<file path="src/rtl/morse_pkg.sv">
// rtl/morse_pkg.sv - shared types and default timing thresholds for the Morse key path
//
// Purpose: state enum of the key classifier, symbol enum shared with the
// decoder stage, default unit thresholds and the saturating unit-count helper.
// Ports: none (package).
package morse_pkg;

    typedef enum logic [2:0] {
        IDLE,
        MARK,
        MARK_ERR,
        GAP_SYM,
        GAP_CHAR
    } state_t;

    typedef enum logic [1:0] {
        SYM_DOT,
        SYM_DASH,
        SYM_CHAR_SPACE,
        SYM_WORD_SPACE
    } sym_t;

    localparam int DEF_UNIT_CYCLES     = 1000;
    localparam int DEF_DEBOUNCE_CYCLES = 16;
    localparam int DEF_DOT_MAX_UNITS   = 1;
    localparam int DEF_DASH_MAX_UNITS  = 5;
    localparam int DEF_CHAR_GAP_UNITS  = 3;
    localparam int DEF_WORD_GAP_UNITS  = 7;

    localparam int          UNIT_W   = 4;
    localparam logic [UNIT_W-1:0] UNIT_SAT = 4'd15;

    // Unit counter increment that sticks at 15 instead of wrapping.
    function automatic logic [UNIT_W-1:0] units_inc(input logic [UNIT_W-1:0] u);
        return (u == UNIT_SAT) ? u : u + 4'd1;
    endfunction

endpackage

</file>
<file path="src/rtl/morse_key_debounce.sv">
// rtl/morse_key_debounce.sv - key line synchroniser and debouncer
//
// Purpose: 2-flop synchroniser followed by a consecutive-cycle debounce.
// Ports:
//   clk, rst     system clock, asynchronous active-high reset
//   i_key        raw key line (asynchronous)
//   o_level      debounced key level
//   o_rise       one-cycle strobe in the cycle before o_level goes 1
//   o_fall       one-cycle strobe in the cycle before o_level goes 0
module morse_key_debounce #(
    parameter int DEBOUNCE_CYCLES = 16
) (
    input  logic clk,
    input  logic rst,
    input  logic i_key,
    output logic o_level,
    output logic o_rise,
    output logic o_fall
);

    localparam int CW = $clog2(DEBOUNCE_CYCLES);

    logic          r_sync1;
    logic          r_sync2;
    logic          r_level;
    logic [CW-1:0] r_cnt;

    logic w_differ;
    logic w_flip;

    assign w_differ = r_sync2 ^ r_level;
    // The level flips on the DEBOUNCE_CYCLES-th consecutive disagreeing cycle.
    assign w_flip   = w_differ && (r_cnt == CW'(DEBOUNCE_CYCLES - 1));

    always_ff @(posedge clk or posedge rst) begin
        if (rst) begin
            r_sync1 <= 1'b0;
            r_sync2 <= 1'b0;
            r_level <= 1'b0;
            r_cnt   <= '0;
        end else begin
            r_sync1 <= i_key;
            r_sync2 <= r_sync1;
            if (!w_differ) begin
                r_cnt <= '0;
            end else if (w_flip) begin
                r_cnt   <= '0;
                r_level <= r_sync2;
            end else begin
                r_cnt <= r_cnt + CW'(1);
            end
        end
    end

    // Strobes lead the level by one cycle so the timing logic downstream
    // clears its counters on the same edge that the level changes.
    assign o_level = r_level;
    assign o_rise  = w_flip & ~r_level;
    assign o_fall  = w_flip &  r_level;

endmodule

</file>
<file path="src/rtl/morse_key_classifier.sv">
// rtl/morse_key_classifier.sv - classify debounced key marks/gaps into Morse symbol pulses
//
// Purpose: measure mark and gap lengths in Morse units and emit one-hot,
// one-cycle registered pulses for dot, dash, character space, word space and
// over-long mark.
// Ports:
//   clk, rst         system clock, asynchronous active-high reset
//   key_in           raw key line, 1 = mark
//   dot_inp          dot pulse
//   dash_inp         dash pulse
//   char_space_inp   character-gap pulse
//   word_space_inp   word-gap pulse
//   err_long_mark    mark-too-long pulse
//   key_level        debounced key level
module morse_key_classifier
    import morse_pkg::*;
#(
    parameter int UNIT_CYCLES     = DEF_UNIT_CYCLES,
    parameter int DEBOUNCE_CYCLES = DEF_DEBOUNCE_CYCLES,
    parameter int DOT_MAX_UNITS   = DEF_DOT_MAX_UNITS,
    parameter int DASH_MAX_UNITS  = DEF_DASH_MAX_UNITS,
    parameter int CHAR_GAP_UNITS  = DEF_CHAR_GAP_UNITS,
    parameter int WORD_GAP_UNITS  = DEF_WORD_GAP_UNITS
) (
    input  logic clk,
    input  logic rst,
    input  logic key_in,
    output logic dot_inp,
    output logic dash_inp,
    output logic char_space_inp,
    output logic word_space_inp,
    output logic err_long_mark,
    output logic key_level
);

    localparam int PW = (UNIT_CYCLES > 1) ? $clog2(UNIT_CYCLES) : 1;
    localparam logic [UNIT_W-1:0] DOT_MAX  = UNIT_W'(DOT_MAX_UNITS);
    localparam logic [UNIT_W-1:0] DASH_MAX = UNIT_W'(DASH_MAX_UNITS);
    localparam logic [UNIT_W-1:0] ERR_UNIT = UNIT_W'(DASH_MAX_UNITS + 1);
    localparam logic [UNIT_W-1:0] CHAR_GAP = UNIT_W'(CHAR_GAP_UNITS);
    localparam logic [UNIT_W-1:0] WORD_GAP = UNIT_W'(WORD_GAP_UNITS);

    logic w_level;
    logic w_rise;
    logic w_fall;
    logic w_edge;
    logic w_wrap;
    logic [UNIT_W-1:0] w_units_nxt;

    logic [PW-1:0]     r_presc;
    logic [UNIT_W-1:0] r_units;
    state_t            r_state;
    state_t            w_state_nxt;

    logic r_dot, r_dash, r_char, r_word, r_err;
    logic w_dot, w_dash, w_char, w_word, w_err;

    morse_key_debounce #(
        .DEBOUNCE_CYCLES(DEBOUNCE_CYCLES)
    ) u_debounce (
        .clk     (clk),
        .rst     (rst),
        .i_key   (key_in),
        .o_level (w_level),
        .o_rise  (w_rise),
        .o_fall  (w_fall)
    );

    assign w_edge = w_rise | w_fall;
    assign w_wrap = (r_presc == PW'(UNIT_CYCLES - 1));
    // Unit count as it stands after this cycle; a mark ending on the wrap
    // cycle therefore includes the unit just completed.
    assign w_units_nxt = w_wrap ? units_inc(r_units) : r_units;

    always_ff @(posedge clk or posedge rst) begin
        if (rst) begin
            r_presc <= '0;
            r_units <= '0;
        end else if (w_edge) begin
            r_presc <= '0;
            r_units <= '0;
        end else begin
            r_presc <= w_wrap ? '0 : r_presc + PW'(1);
            r_units <= w_units_nxt;
        end
    end

    always_ff @(posedge clk or posedge rst) begin
        if (rst) begin
            r_state <= IDLE;
            r_dot   <= 1'b0;
            r_dash  <= 1'b0;
            r_char  <= 1'b0;
            r_word  <= 1'b0;
            r_err   <= 1'b0;
        end else begin
            r_state <= w_state_nxt;
            r_dot   <= w_dot;
            r_dash  <= w_dash;
            r_char  <= w_char;
            r_word  <= w_word;
            r_err   <= w_err;
        end
    end

    // Key edges are tested before unit thresholds so that an edge coinciding
    // with a threshold suppresses the threshold pulse.
    always_comb begin
        w_state_nxt = r_state;
        w_dot       = 1'b0;
        w_dash      = 1'b0;
        w_char      = 1'b0;
        w_word      = 1'b0;
        w_err       = 1'b0;
        case (r_state)
            IDLE: begin
                if (w_rise) w_state_nxt = MARK;
            end
            MARK: begin
                if (w_fall) begin
                    if (w_units_nxt <= DOT_MAX) begin
                        w_dot       = 1'b1;
                        w_state_nxt = GAP_SYM;
                    end else if (w_units_nxt <= DASH_MAX) begin
                        w_dash      = 1'b1;
                        w_state_nxt = GAP_SYM;
                    end else begin
                        w_state_nxt = IDLE;
                    end
                end else if (w_units_nxt == ERR_UNIT) begin
                    w_err       = 1'b1;
                    w_state_nxt = MARK_ERR;
                end
            end
            MARK_ERR: begin
                if (w_fall) w_state_nxt = IDLE;
            end
            GAP_SYM: begin
                if (w_rise) begin
                    w_state_nxt = MARK;
                end else if (w_units_nxt == CHAR_GAP) begin
                    w_char      = 1'b1;
                    w_state_nxt = GAP_CHAR;
                end
            end
            GAP_CHAR: begin
                if (w_rise) begin
                    w_state_nxt = MARK;
                end else if (w_units_nxt == WORD_GAP) begin
                    w_word      = 1'b1;
                    w_state_nxt = IDLE;
                end
            end
            default: w_state_nxt = IDLE;
        endcase
    end

    assign dot_inp        = r_dot;
    assign dash_inp       = r_dash;
    assign char_space_inp = r_char;
    assign word_space_inp = r_word;
    assign err_long_mark  = r_err;
    assign key_level      = w_level;

endmodule

</file>
<file path="config.mk">
export PLATFORM = sky130hd
export DESIGN_NAME = morse_key_classifier
export DESIGN_NICKNAME = d
export VERILOG_FILES = /design/src/rtl/morse_pkg.sv /design/src/rtl/morse_key_debounce.sv /design/src/rtl/morse_key_classifier.sv
export SDC_FILE = /design/constraint.sdc
export NUM_CORES = 1
export LEC_CHECK = 0
export ABC_AREA = 1
export CAP_MARGIN = 0
export CORE_MARGIN = 10
export CORE_UTILIZATION = 55
export CTS_CLUSTER_DIAMETER = 40
export DETAILED_ROUTE_END_ITERATION = 10
export PLACE_DENSITY = 0.76
export RECOVER_POWER = 25
export REMOVE_ABC_BUFFERS = 1
export SETUP_SLACK_MARGIN = 0.2
export SLEW_MARGIN = 20
export SYNTH_ARGS = -nofsm -noshare
export SYNTH_HDL_FRONTEND = slang
export SYNTH_SLANG_ARGS = --single-unit
</file>
<file path="constraint.sdc">
create_clock -name clk -period 2.3 [get_ports clk]
set_input_delay 0.46 -clock clk [delete_from_list [all_inputs] [get_ports clk]]
set_output_delay 0.46 -clock clk [all_outputs]
set_load 0.02 [all_outputs]
</file>
==> After elaboration in Yosys (flattened, before gate mapping) <==
Cells that the tools add are included.
{ "word_totals": {"regBits": 29, "inputBits": 3, "wordCells": 75} }
{ "classes": {"addsub": 3, "magnitude_cmp": 2, "n_eq_ne": 15, "n_mux": 34, "n_bitwise": 5, "reduce_logical": 4} }
{ "op_table": {"columns": ["operator", "count"], "rows": [
  ["$mux 3", 8],
  ["$mux 10", 2],
  ["$mux 4", 5],
  ["$mux 1", 16],
  ["$pmux 3 s5", 1],
  ["$add 10x1->10 const B", 1],
  ["$eq 10x10->1 const B", 1],
  ["$ne 3x3->1 const B", 3],
  ["$add 4x1->4 const B", 2],
  ["$eq 4x3->1 const B", 2],
  ["$eq 4x4->1 const B", 2],
  ["$eq 3x2->1 const B", 2],
  ["$reduce_and 5->1", 1],
  ["$eq 4x2->1 const B", 1],
  ["$le 4x1->1 const B", 1],
  ["$le 4x3->1 const B", 1],
  ["$mux 2", 2],
  ["$ne 2x2->1 const B", 2],
  ["$eq 3x1->1 const B", 1],
  ["$eq 3x3->1 const B", 1],
  ["$logic_not 3->1", 1],
  ["$and 1x1->1", 2],
  ["$reduce_and 2->1", 1],
  ["$logic_and 1x1->1", 1],
  ["other kinds (3)", 3]
]} }

==> Logic depth before layout (Yosys ltp) <==
Gate-level depths: netlist of run 1.
{ "logic_depth": {"depth_word": 8, "mapped_depth": 14, "ltp_nobuf": 14} }

==> Cells and area by module <==
A second synthesis of run 1 with hierarchy kept.
{ "unflattened": {"cells_unflattened": 212, "hier_area_um2": 1689.1} }
{ "by_module_without_submodules": {"columns": ["module", "instances", "cells_each", "area_per_inst_um2"], "rows": [
  ["morse_key_classifier", 1, 180, 1392.6],
  ["morse_key_debounce", 1, 32, 296.5]
]} }

==> Worst setup path after synthesis of run 1 <==
No wires, ideal clock.
{ "synth_timing": {"path_type": "register to register", "from": "register r_units[0]", "to": "register r_state[0]", "arrival_ns": 1.625, "path_slack_ns": 0.610, "path_stages_with_launch": 13, "n_path_buf": 0, "synth_period_minus_slack_ns": 1.690, "path_cell_list": "dfrtp_1 -> ha_1 -> nand3_1 -> inv_1 -> nor2_1 -> nor2_1 -> nor2_2 -> nand2_2 -> nor2_2 -> nor2_2 -> nor2_4 -> nand4_1 -> nand2_1"} }
{ "synth_between": {"elab_chain_len": 8} }
{ "synth_lines": {"columns": ["item", "line", "rtl"], "rows": [
  ["start, declared", "morse_key_classifier.sv:51", "logic [UNIT_W-1:0] r_units;"],
  ["start signal, assigned", "morse_key_classifier.sv:84", "r_units <= w_units_nxt;"],
  ["$add 4x1->4 or $eq 4x4->1 (tied branches)", "morse_pkg.sv:35", "return (u == UNIT_SAT) ? u : u + 4'd1;"],
  ["$mux 4", "morse_pkg.sv:35", null],
  ["$mux 4 (*)", "morse_key_classifier.sv:73", "assign w_units_nxt = w_wrap ? units_inc(r_units) : r_units;"],
  ["$le 4x3->1", "morse_key_classifier.sv:124", "end else if (w_units_nxt <= DASH_MAX) begin"],
  ["$mux 2", "morse_key_classifier.sv:124", null],
  ["$mux 2", "morse_key_classifier.sv:121", "if (w_units_nxt <= DOT_MAX) begin"],
  ["$mux 3", "morse_key_classifier.sv:120", "if (w_fall) begin"],
  ["$pmux 3 s5", "morse_key_classifier.sv:115", "case (r_state)"],
  ["end signal, assigned", "morse_key_classifier.sv:97", "r_state <= w_state_nxt;"],
  ["end, declared", "morse_key_classifier.sv:52", "state_t r_state;"]
]} }
Every way passes the cells marked *; elsewhere a longest branch is shown, timed or not.
A chain may end at the register's enable or synchronous reset.

==> Final worst setup path of run 1 <==
{ "layout_timing": {"from": "register r_presc[0]", "to": "register r_state[2]"} }
{ "layout_between": {"elab_chain_len": 5} }
{ "layout_lines": {"columns": ["item", "line", "rtl"], "rows": [
  ["start, declared", "morse_key_classifier.sv:50", "logic [PW-1:0] r_presc;"],
  ["start signal, assigned", "morse_key_classifier.sv:83", "r_presc <= w_wrap ? '0 : r_presc + PW'(1);"],
  ["$eq 10x10->1 (*)", "morse_key_classifier.sv:70", "assign w_wrap = (r_presc == PW'(UNIT_CYCLES - 1));"],
  ["$mux 4 (*)", "morse_key_classifier.sv:73", null],
  ["$eq 4x3->1, or another cell as far along", "morse_key_classifier.sv:130", "end else if (w_units_nxt == ERR_UNIT) begin"],
  ["$ne 3x3->1 (no source line)", null, null],
  ["$reduce_and 5->1 (no source line) (*)", null, null]
]} }
Marks and branches as above.

==> results of run 1 <==
==> metal layers <==
| metal | up-vias | GRT usage [%] | wire (microns) |
|---|---|---|---|
| met5 | - | 0 | 0 |
| met4 | 0 | 5.16 | 61 |
| met3 | 10 | 3.40 | 137 |
| met2 | 33 | 20.5 | 1550 |
| met1 | 605 | 14.5 | 1370 |
| li1 | 614 | - | - |
==> synth_stat cells, types with 2 or more instances <==
library cell,instances
sky130_fd_sc_hd__nand2_2,6
sky130_fd_sc_hd__nand4_1,5
sky130_fd_sc_hd__nor2_2,6
sky130_fd_sc_hd__nand3_1,10
sky130_fd_sc_hd__nor3_1,10
sky130_fd_sc_hd__a21oi_1,3
sky130_fd_sc_hd__dfrtp_1,29
sky130_fd_sc_hd__xor2_1,4
sky130_fd_sc_hd__inv_1,21
sky130_fd_sc_hd__nor4_1,2
sky130_fd_sc_hd__nand2_1,40
sky130_fd_sc_hd__nor2_1,29
sky130_fd_sc_hd__inv_2,4
sky130_fd_sc_hd__nor2_4,3
sky130_fd_sc_hd__ha_1,3
==> worst max-delay path by stage <==
stage                         startpoint                     end  depth (start not counted)
global placement    r_units[0]$_DFF_PP0_  r_state[0]$_DFFE_PP0P_                         11
finish              r_presc[0]$_DFF_PP0_  r_state[2]$_DFFE_PP0P_                         11
global route        r_presc[0]$_DFF_PP0_  r_state[2]$_DFFE_PP0P_                         13
detailed placement  r_units[0]$_DFF_PP0_  r_state[2]$_DFFE_PP0P_                         12
floorplan           r_units[0]$_DFF_PP0_  r_state[0]$_DFFE_PP0P_                         12
CTS                 r_units[0]$_DFF_PP0_  r_state[2]$_DFFE_PP0P_                         12
==> critical path, cell delays in order, from the launching register on <==
cell and delay, ns:
sky130_fd_sc_hd__dfrtp_1 0.38, sky130_fd_sc_hd__ha_1 0.18, sky130_fd_sc_hd__nand2_1 0.12, sky130_fd_sc_hd__nor2_4 0.14
sky130_fd_sc_hd__nand3_4 0.14, sky130_fd_sc_hd__o21ai_4 0.28, sky130_fd_sc_hd__nand2_2 0.12, sky130_fd_sc_hd__nor2_2 0.12
sky130_fd_sc_hd__nor2_2 0.07, sky130_fd_sc_hd__nor2_4 0.11, sky130_fd_sc_hd__nand4_1 0.11, sky130_fd_sc_hd__nand2_1 0.09
==> registers in the layout, indices dropped and copies added, names as in the netlist <==
name,count
char_space_inp,1
dash_inp,1
dot_inp,1
err_long_mark,1
r_presc,10
r_state,3
r_units,4
u_debounce.o_level,1
u_debounce.r_cnt,4
u_debounce.r_sync1,1
u_debounce.r_sync2,1
word_space_inp,1
==> where the power goes <==
part / leakage [nW] / internal, mW / total (mW) / switching, mW
combinational: 0.443 / 0.103 / 0.289 / 0.186
clock: 0.0314 / 0.144 / 0.313 / 0.169
sequential: 0.379 / 0.559 / 0.603 / 0.0439
==> area by class of cell <==
cell class | count | area (sq um)
clock buffers | 7 | 55.1
fillers | 225 | 858
inverters | 25 | 93.8
multi-input cells | 130 | 686
flip-flops and latches | 29 | 727
well taps | 30 | 37.5
repair buffers | 9 | 87.6
==> cell usage in the layout, fill, tap and decap left out, types with 2 or more instances in the layout <==
master	count
sky130_fd_sc_hd__nand2_2	6
sky130_fd_sc_hd__clkbuf_4	5
sky130_fd_sc_hd__nor4_1	2
sky130_fd_sc_hd__nor2_1	28
sky130_fd_sc_hd__nor2_2	7
sky130_fd_sc_hd__a21oi_1	3
sky130_fd_sc_hd__nand4_1	5
sky130_fd_sc_hd__nor3_1	10
sky130_fd_sc_hd__nand2_1	40
sky130_fd_sc_hd__dfrtp_1	28
sky130_fd_sc_hd__inv_1	21
sky130_fd_sc_hd__dlygate4sd3_1	2
sky130_fd_sc_hd__nor2_4	3
sky130_fd_sc_hd__xor2_1	4
sky130_fd_sc_hd__nand3_1	9
sky130_fd_sc_hd__clkdlybuf4s50_1	6
sky130_fd_sc_hd__inv_2	4
sky130_fd_sc_hd__ha_1	3
==> metrics by stage <==
step / instance area, sq um / power, mW / hold slack [ns]
floorplan: 1500 / 0.833 / 0.331
global placement: 1620 / 0.877 / 0.333
detailed placement: 1620 / 0.898 / 0.346
CTS: 1680 / 1.21 / 0.367
global route: 1690 / 1.27 / 0.374
finish: 1690 / 1.21 / 0.362
==> logic make-up after synthesis <==
group           count (synthesis)
xor+xnor                        5
compound gates                  8
fa+ha+maj                       3
flops                          29
simple gates                  114
buf+inv                        25
==> what timing repair did <==
| action | CTS | global route |
|---|---|---|
| setup buffers | 0 | 0 |
| setup endpoints to repair | 0 | 3 |
| resized for setup | 0 | 3 |
==> flow_summary.toml, run 1 <==
[placed_design]
placed_cells = 223
place.gp.congestion = 0.871
place_ws_ns = 0.363
io_buffers = 8
dp_hpwl_microns = 2390

[route]
dr.pass1.iters = 4
number_of_drc_markers_after_the_initial_detailed_route_iteration = 75
drc_errors = 0
num_vias = 1262
vias_per_cell = 5.49
wire_per_inst_microns = 13.6
final_antenna_net_count = 0
routed_wirelength_microns = 3120

[worst_setup_path]
setup.reg_to_reg.worst_slack_ns = 0.37
critical_path_class = "flip-flop to flip-flop"
crit_path_end_kind = "flip-flop"
crit-reg2reg-launch = "r_presc[0]$_DFF_PP0_"
worstPathRequired_ns = 2.56
r2r.worst_path.cells = 11
worst_ep_arrival_time_ns = 2.19
reg_to_reg_critical_path_endpoint = "r_state[2]$_DFFE_PP0P_"
cp-start-kind = "flip-flop"
crit_path_max_fanout = 10

[sta]
worstMarginPinSlew_ns = 0.394
setup_total_negative_slack_ns = 0
final-hold-violation-count = 0
finalSetupViolations = 0
slew_headroom_pct = 73.5
post-route-worst-setup-slack_ns = 0.372
final-max-slew-violation-count = 0
layout_worst_path_cycle_share_pct = 83.8
rsz0062_at_grt = "no"
finalClockSkew_ns = 0.00546
timing.final.crit_period_ns = 1.93
max_freq_ghz = 0.519

[hold_path]
hold-path-cell-count = 0
timing.hold.worst_endpoint = "u_debounce.r_sync2$_DFF_PP0_"
hold_path_class = "flip-flop to flip-flop"
hold_path_startpoint = "u_debounce.r_sync1$_DFF_PP0_"

[die]
floorplan.rows = 18
die_width_microns = 72.2
floorplan.die_area_sq_mm = 0.00521
floorplan.initialDensity_pct = 58.8
number_of_top_level_design_ports = 9
floorplan.die.height_microns = 72.2
core_area_sq_mm = 0.00254

[logic_synthesis]
synth_edf_count = 0
ys_top_cells_by_area = "sky130_fd_sc_hd__dfrtp_1 (48%), sky130_fd_sc_hd__nand2_1 (10%), sky130_fd_sc_hd__nor2_1 (7.3%), sky130_fd_sc_hd__inv_1 (5.3%), sky130_fd_sc_hd__nand3_1 (3.3%)"
post_synthesis_instance_area_sq_mm = 0.00150
complex_gate_fraction_of_the_synthesized_area_pct = 3.68
synth_xor_xnor_area_share_pct = 2.92
synthMuxAreaShare_pct = 0
dominantRegCellSynth = "sky130_fd_sc_hd__dfrtp_1"
synth_fa_ha_area_share_pct = 2.51
syn-instance-count = 184
synth_top_area_share_pct = 48.5
synth-async-reset-ratio_pct = 100
synth_cell_types = 24
synth-seq-area-share_pct = 48.5
cell_type_contributing_the_most_total_cell_area_after_synthesis = "sky130_fd_sc_hd__dfrtp_1"
synth_seq_cells = 29
syn_area_cell_sq_um = 8.14
main_combinational_cell_family_by_area_after_synthesis = "simple AND/OR/NAND/NOR gates"
synth-simple-area-share_pct = 36.2
synth-warning-count = 0

[finish]
n_antenna_cell = 0
stdcell_count = 230
fin_nets = 206
synthToLayoutAreaGrowth_pct = 12.6
utilization_pct = 66.3
share_of_post_route_cells_with_drive_strength_above_1_pct = 16.0

[clock_tree]
root_buffer = "sky130_fd_sc_hd__clkbuf_4"
cts-buffers-inserted = 5
cts_hold_repair.buffers = 0
cts_sinks = 29
tritoncts_clock_tree = "done"
path_clk_slew_ns = 0.09
cts_max_level = 2
clk_latency_ns = 0.33
clock_path_buffers = 2

[pwr]
cellLeakagePower_nw = 0.853
power_per_cell_area_mw_per_mm2 = 715
peakVddDrop_uv = 690

[global_route]
number_of_antenna_violations_at_the_first_check_in_global_routing = 0
residual_overflow_from_global_routing = 0
grt_pass1_wl_microns = 5220
grt_max_degree = 30
combined_global_route_utilization_of_all_metal_layers_pct = 12.3
grt_pass1_vias = 1239

[flow_run]
max-cap-violations = 0

[outcome]
run_status = "complete, no violations"
(Power assumes the default switching activity.)
==> run 2: changes to the inputs <==
--- a/config.mk
+++ b/config.mk
@@ -8,10 +8,10 @@
 export ABC_AREA = 1
 export CAP_MARGIN = 0
 export CORE_MARGIN = 10
-export CORE_UTILIZATION = 55
+export CORE_UTILIZATION = 52
 export CTS_CLUSTER_DIAMETER = 40
 export DETAILED_ROUTE_END_ITERATION = 10
-export PLACE_DENSITY = 0.76
+export PLACE_DENSITY = 0.75
 export RECOVER_POWER = 25
 export REMOVE_ABC_BUFFERS = 1
 export SETUP_SLACK_MARGIN = 0.2
==> constraint.sdc (replaced) <==
create_clock -name clk -period 1.7 [get_ports clk]
set_input_delay 0.34 -clock clk [delete_from_list [all_inputs] [get_ports clk]]
set_output_delay 0.34 -clock clk [all_outputs]
set_load 0.02 [all_outputs]
==> flow_summary.toml, run 2 (synthesized netlist as in run 1, its figures left out) <==
[outcome]
run_status = "finished with violations"
violations_in_the_final_reports = "setup timing"

[worst_setup_path]
crit_path_cell_trace = "ha_2, nand2_4, nor2_4, nand3_4, nand2_2, inv_2, nor2_4, nand2_4, nor2_4, nor2_4, nor2_4, nand4_1, nand2_1"
critical_path_class = "flip-flop to flip-flop"
critical-path-top-delay-family = "simple AND/OR/NAND/NOR gates"
slowest_delay_ns = 0.37
crit-reg2reg-launch = "r_presc[1]$_DFF_PP0_"
timing.critical_path.mode_cell = "sky130_fd_sc_hd__nor2_4"
crit_path_end_kind = "flip-flop"
worst_ep_arrival_time_ns = 2.13
worstPathRequired_ns = 1.97
critical_path_depth_in_cells = 13
slowest_stage_cell_on_the_critical_path = "sky130_fd_sc_hd__dfrtp_1"
timing.critical_path.buf_inv = 1
r2r.worst_path.cells = 13
crit_path_max_fanout = 5
reg_to_reg_critical_path_endpoint = "r_state[2]$_DFFE_PP0P_"
cp-start-kind = "flip-flop"
setup.reg_to_reg.worst_slack_ns = -0.16

[pwr]
peakVddDrop_uv = 1050
power_per_cell_area_mw_per_mm2 = 807
post-layout-total-power_mw = 1.65
cellLeakagePower_nw = 1.06

[sta]
layout_worst_path_cycle_share_pct = 110
max_freq_ghz = 0.537
final-hold-violation-count = 0
post-route-worst-setup-slack_ns = -0.163
final-max-slew-violation-count = 0
fin_hold_ws_ns = 0.354
finalSetupViolations = 8
worstMarginPinSlew_ns = 0.721
slew_headroom_pct = 51.9
finalClockSkew_ns = 0.00782
rsz0062_at_grt = "yes"
timing.final.crit_period_ns = 1.86

[die]
die_width_microns = 73.7
floorplan.rows = 19
core_area_sq_mm = 0.00276
floorplan.die_area_sq_mm = 0.00543
number_of_top_level_design_ports = 9
floorplan.initialDensity_pct = 54.3
floorplan.die.height_microns = 73.7

[finish]
regMostFlops = "r_presc"
layout_commonest_cell = "sky130_fd_sc_hd__nand2_1"
layout_top_registers = "r_presc: 10 flops, r_units: 4 flops, u_debounce.r_cnt: 4 flops"
largest_reg_flops = 10
share_of_post_route_cells_with_drive_strength_above_1_pct = 37.5
layout_common_cells = "sky130_fd_sc_hd__nand2_1 (33), sky130_fd_sc_hd__dfrtp_1 (29), sky130_fd_sc_hd__buf_4 (26), sky130_fd_sc_hd__nor2_1 (21), sky130_fd_sc_hd__inv_1 (19)"
utilization_pct = 74.3
fin_nets = 237
n_antenna_cell = 0
fill_cells = 198
synthToLayoutAreaGrowth_pct = 36.8

[hold_path]
hold_path_class = "flip-flop to flip-flop"
hold-path-cell-count = 0
hold_path_startpoint = "u_debounce.r_sync1$_DFF_PP0_"
timing.hold.worst_endpoint = "u_debounce.r_sync2$_DFF_PP0_"

[placed_design]
io_buffers = 8
place_ws_ns = -0.108
place.gp.congestion = 0.846
dp_hpwl_microns = 2210

[route]
vias_per_cell = 5.20
num_vias = 1368
final_antenna_net_count = 0
number_of_drc_markers_after_the_initial_detailed_route_iteration = 125
routed_wirelength_microns = 3540
dr.pass1.iters = 4
drc_errors = 0
wire_per_inst_microns = 13.5

[global_route]
number_of_antenna_violations_at_the_first_check_in_global_routing = 0
grt_pass1_vias = 1362
grt_max_degree = 30
grt_pass1_wl_microns = 5620
residual_overflow_from_global_routing = 0
combined_global_route_utilization_of_all_metal_layers_pct = 13.2

[clock_tree]
clk_latency_ns = 0.33
cts-buffers-inserted = 5
clock_path_buffers = 2
cts_max_level = 2
root_buffer = "sky130_fd_sc_hd__clkbuf_4"
tritoncts_clock_tree = "done"
path_clk_slew_ns = 0.09
cts_sinks = 29
cts_hold_repair.buffers = 0

[flow_run]
max-cap-violations = 0
==> run 2: cell count changes in the layout (fill, tap and decap cells not counted), moves of 3 or more <==
cell,before,now
sky130_fd_sc_hd__clkdlybuf4s50_1,6,0
sky130_fd_sc_hd__dlygate4sd2_1,0,5
sky130_fd_sc_hd__nand2_4,0,3
sky130_fd_sc_hd__buf_6,0,4
sky130_fd_sc_hd__nand2_2,6,10
sky130_fd_sc_hd__ha_2,0,3
sky130_fd_sc_hd__nor2_4,3,10
sky130_fd_sc_hd__nor2_1,28,21
sky130_fd_sc_hd__nand2_1,40,33
sky130_fd_sc_hd__buf_4,1,26
sky130_fd_sc_hd__ha_1,3,0
==> run 2: through the flow <==
step                      instance area, sq um  std cells  setup TNS [ns]
final                                     2050        263          -0.844
after global routing                      2050        263           -1.82
after CTS                                 1890        257          -0.123
after detailed placement                  1750        241          -0.388
after global placement                    1750        241         -0.0887
after floorplan                           1500        184               0
==> run 2: repair_timing <==
| action | in CTS | in global routing |
|---|---|---|
| gates resized for setup | 17 | 34 |
| pin swaps | 4 | 18 |
| endpoints found under the setup margin | 15 | 15 |
| buffers inserted | 7 | 6 |
| cloned | 1 | 0 |
==> run 2: worst max-delay path by stage <==
stage | startpoint | endpoint | slack [ns]
after global routing | r_presc[0]$_DFF_PP0_ | r_state[1]$_DFFE_PP0P_ | -0.32
after detailed placement | r_units[0]$_DFF_PP0_ | r_state[0]$_DFFE_PP0P_ | -0.11
after floorplan | r_units[0]$_DFF_PP0_ | r_state[0]$_DFFE_PP0P_ | 0.01
after global placement | r_presc[0]$_DFF_PP0_ | r_state[1]$_DFFE_PP0P_ | -0.03
final | r_presc[1]$_DFF_PP0_ | r_state[2]$_DFFE_PP0P_ | -0.16
after CTS | r_presc[0]$_DFF_PP0_ | r_state[2]$_DFFE_PP0P_ | -0.05
==> run 2: where the power goes <==
| part | internal (mW) | switching (mW) | total [mW] | leakage [nW] |
|---|---|---|---|---|
| Sequential | 0.757 | 0.0654 | 0.822 | 0.381 |
| Clock | 0.157 | 0.244 | 0.401 | 0.0320 |
| Combinational | 0.154 | 0.277 | 0.432 | 0.642 |
| Total | 1.07 | 0.587 | 1.65 | 1.06 |
==> run 2: worst register-to-register path: cells and delay by family (launching register included) <==
family,cells,cell delay (ns)
AND/OR/NAND/NOR,11,1.16
flip-flops,1,0.37
adder cells (fa/ha/maj),1,0.22
buffers and inverters,1,0.05
==> run 2: layer usage <==
layer	vias to the layer above	GRT usage, %	routed length (microns)
met5	-	0	0
met1	636	15.3	1450
met2	41	21.6	1800
met4	0	6.42	83
met3	9	3.77	206
li1	682	-	-
==> run 2: layout make-up <==
class | count | area, sq um | share of cell area (%)
Timing Repair Buffer | 39 | 314 | 15.3
Clock inverter | 2 | 10.0 | 0.488
Clock buffer | 6 | 41.3 | 2.01
Tap cell | 31 | 38.8 | 1.89
Inverter | 25 | 93.8 | 4.58
Multi-Input combinational cell | 131 | 826 | 40.3
Sequential cell | 29 | 726 | 35.4
==> run 3: changes to the inputs <==
--- a/config.mk
+++ b/config.mk
@@ -19,3 +19,4 @@
 export SYNTH_ARGS = -nofsm -noshare
 export SYNTH_HDL_FRONTEND = slang
 export SYNTH_SLANG_ARGS = --single-unit
+export TNS_END_PERCENT = 100
==> results of run 3 <==
No change in the layout: final DEF, timing and power equal those of run 2.
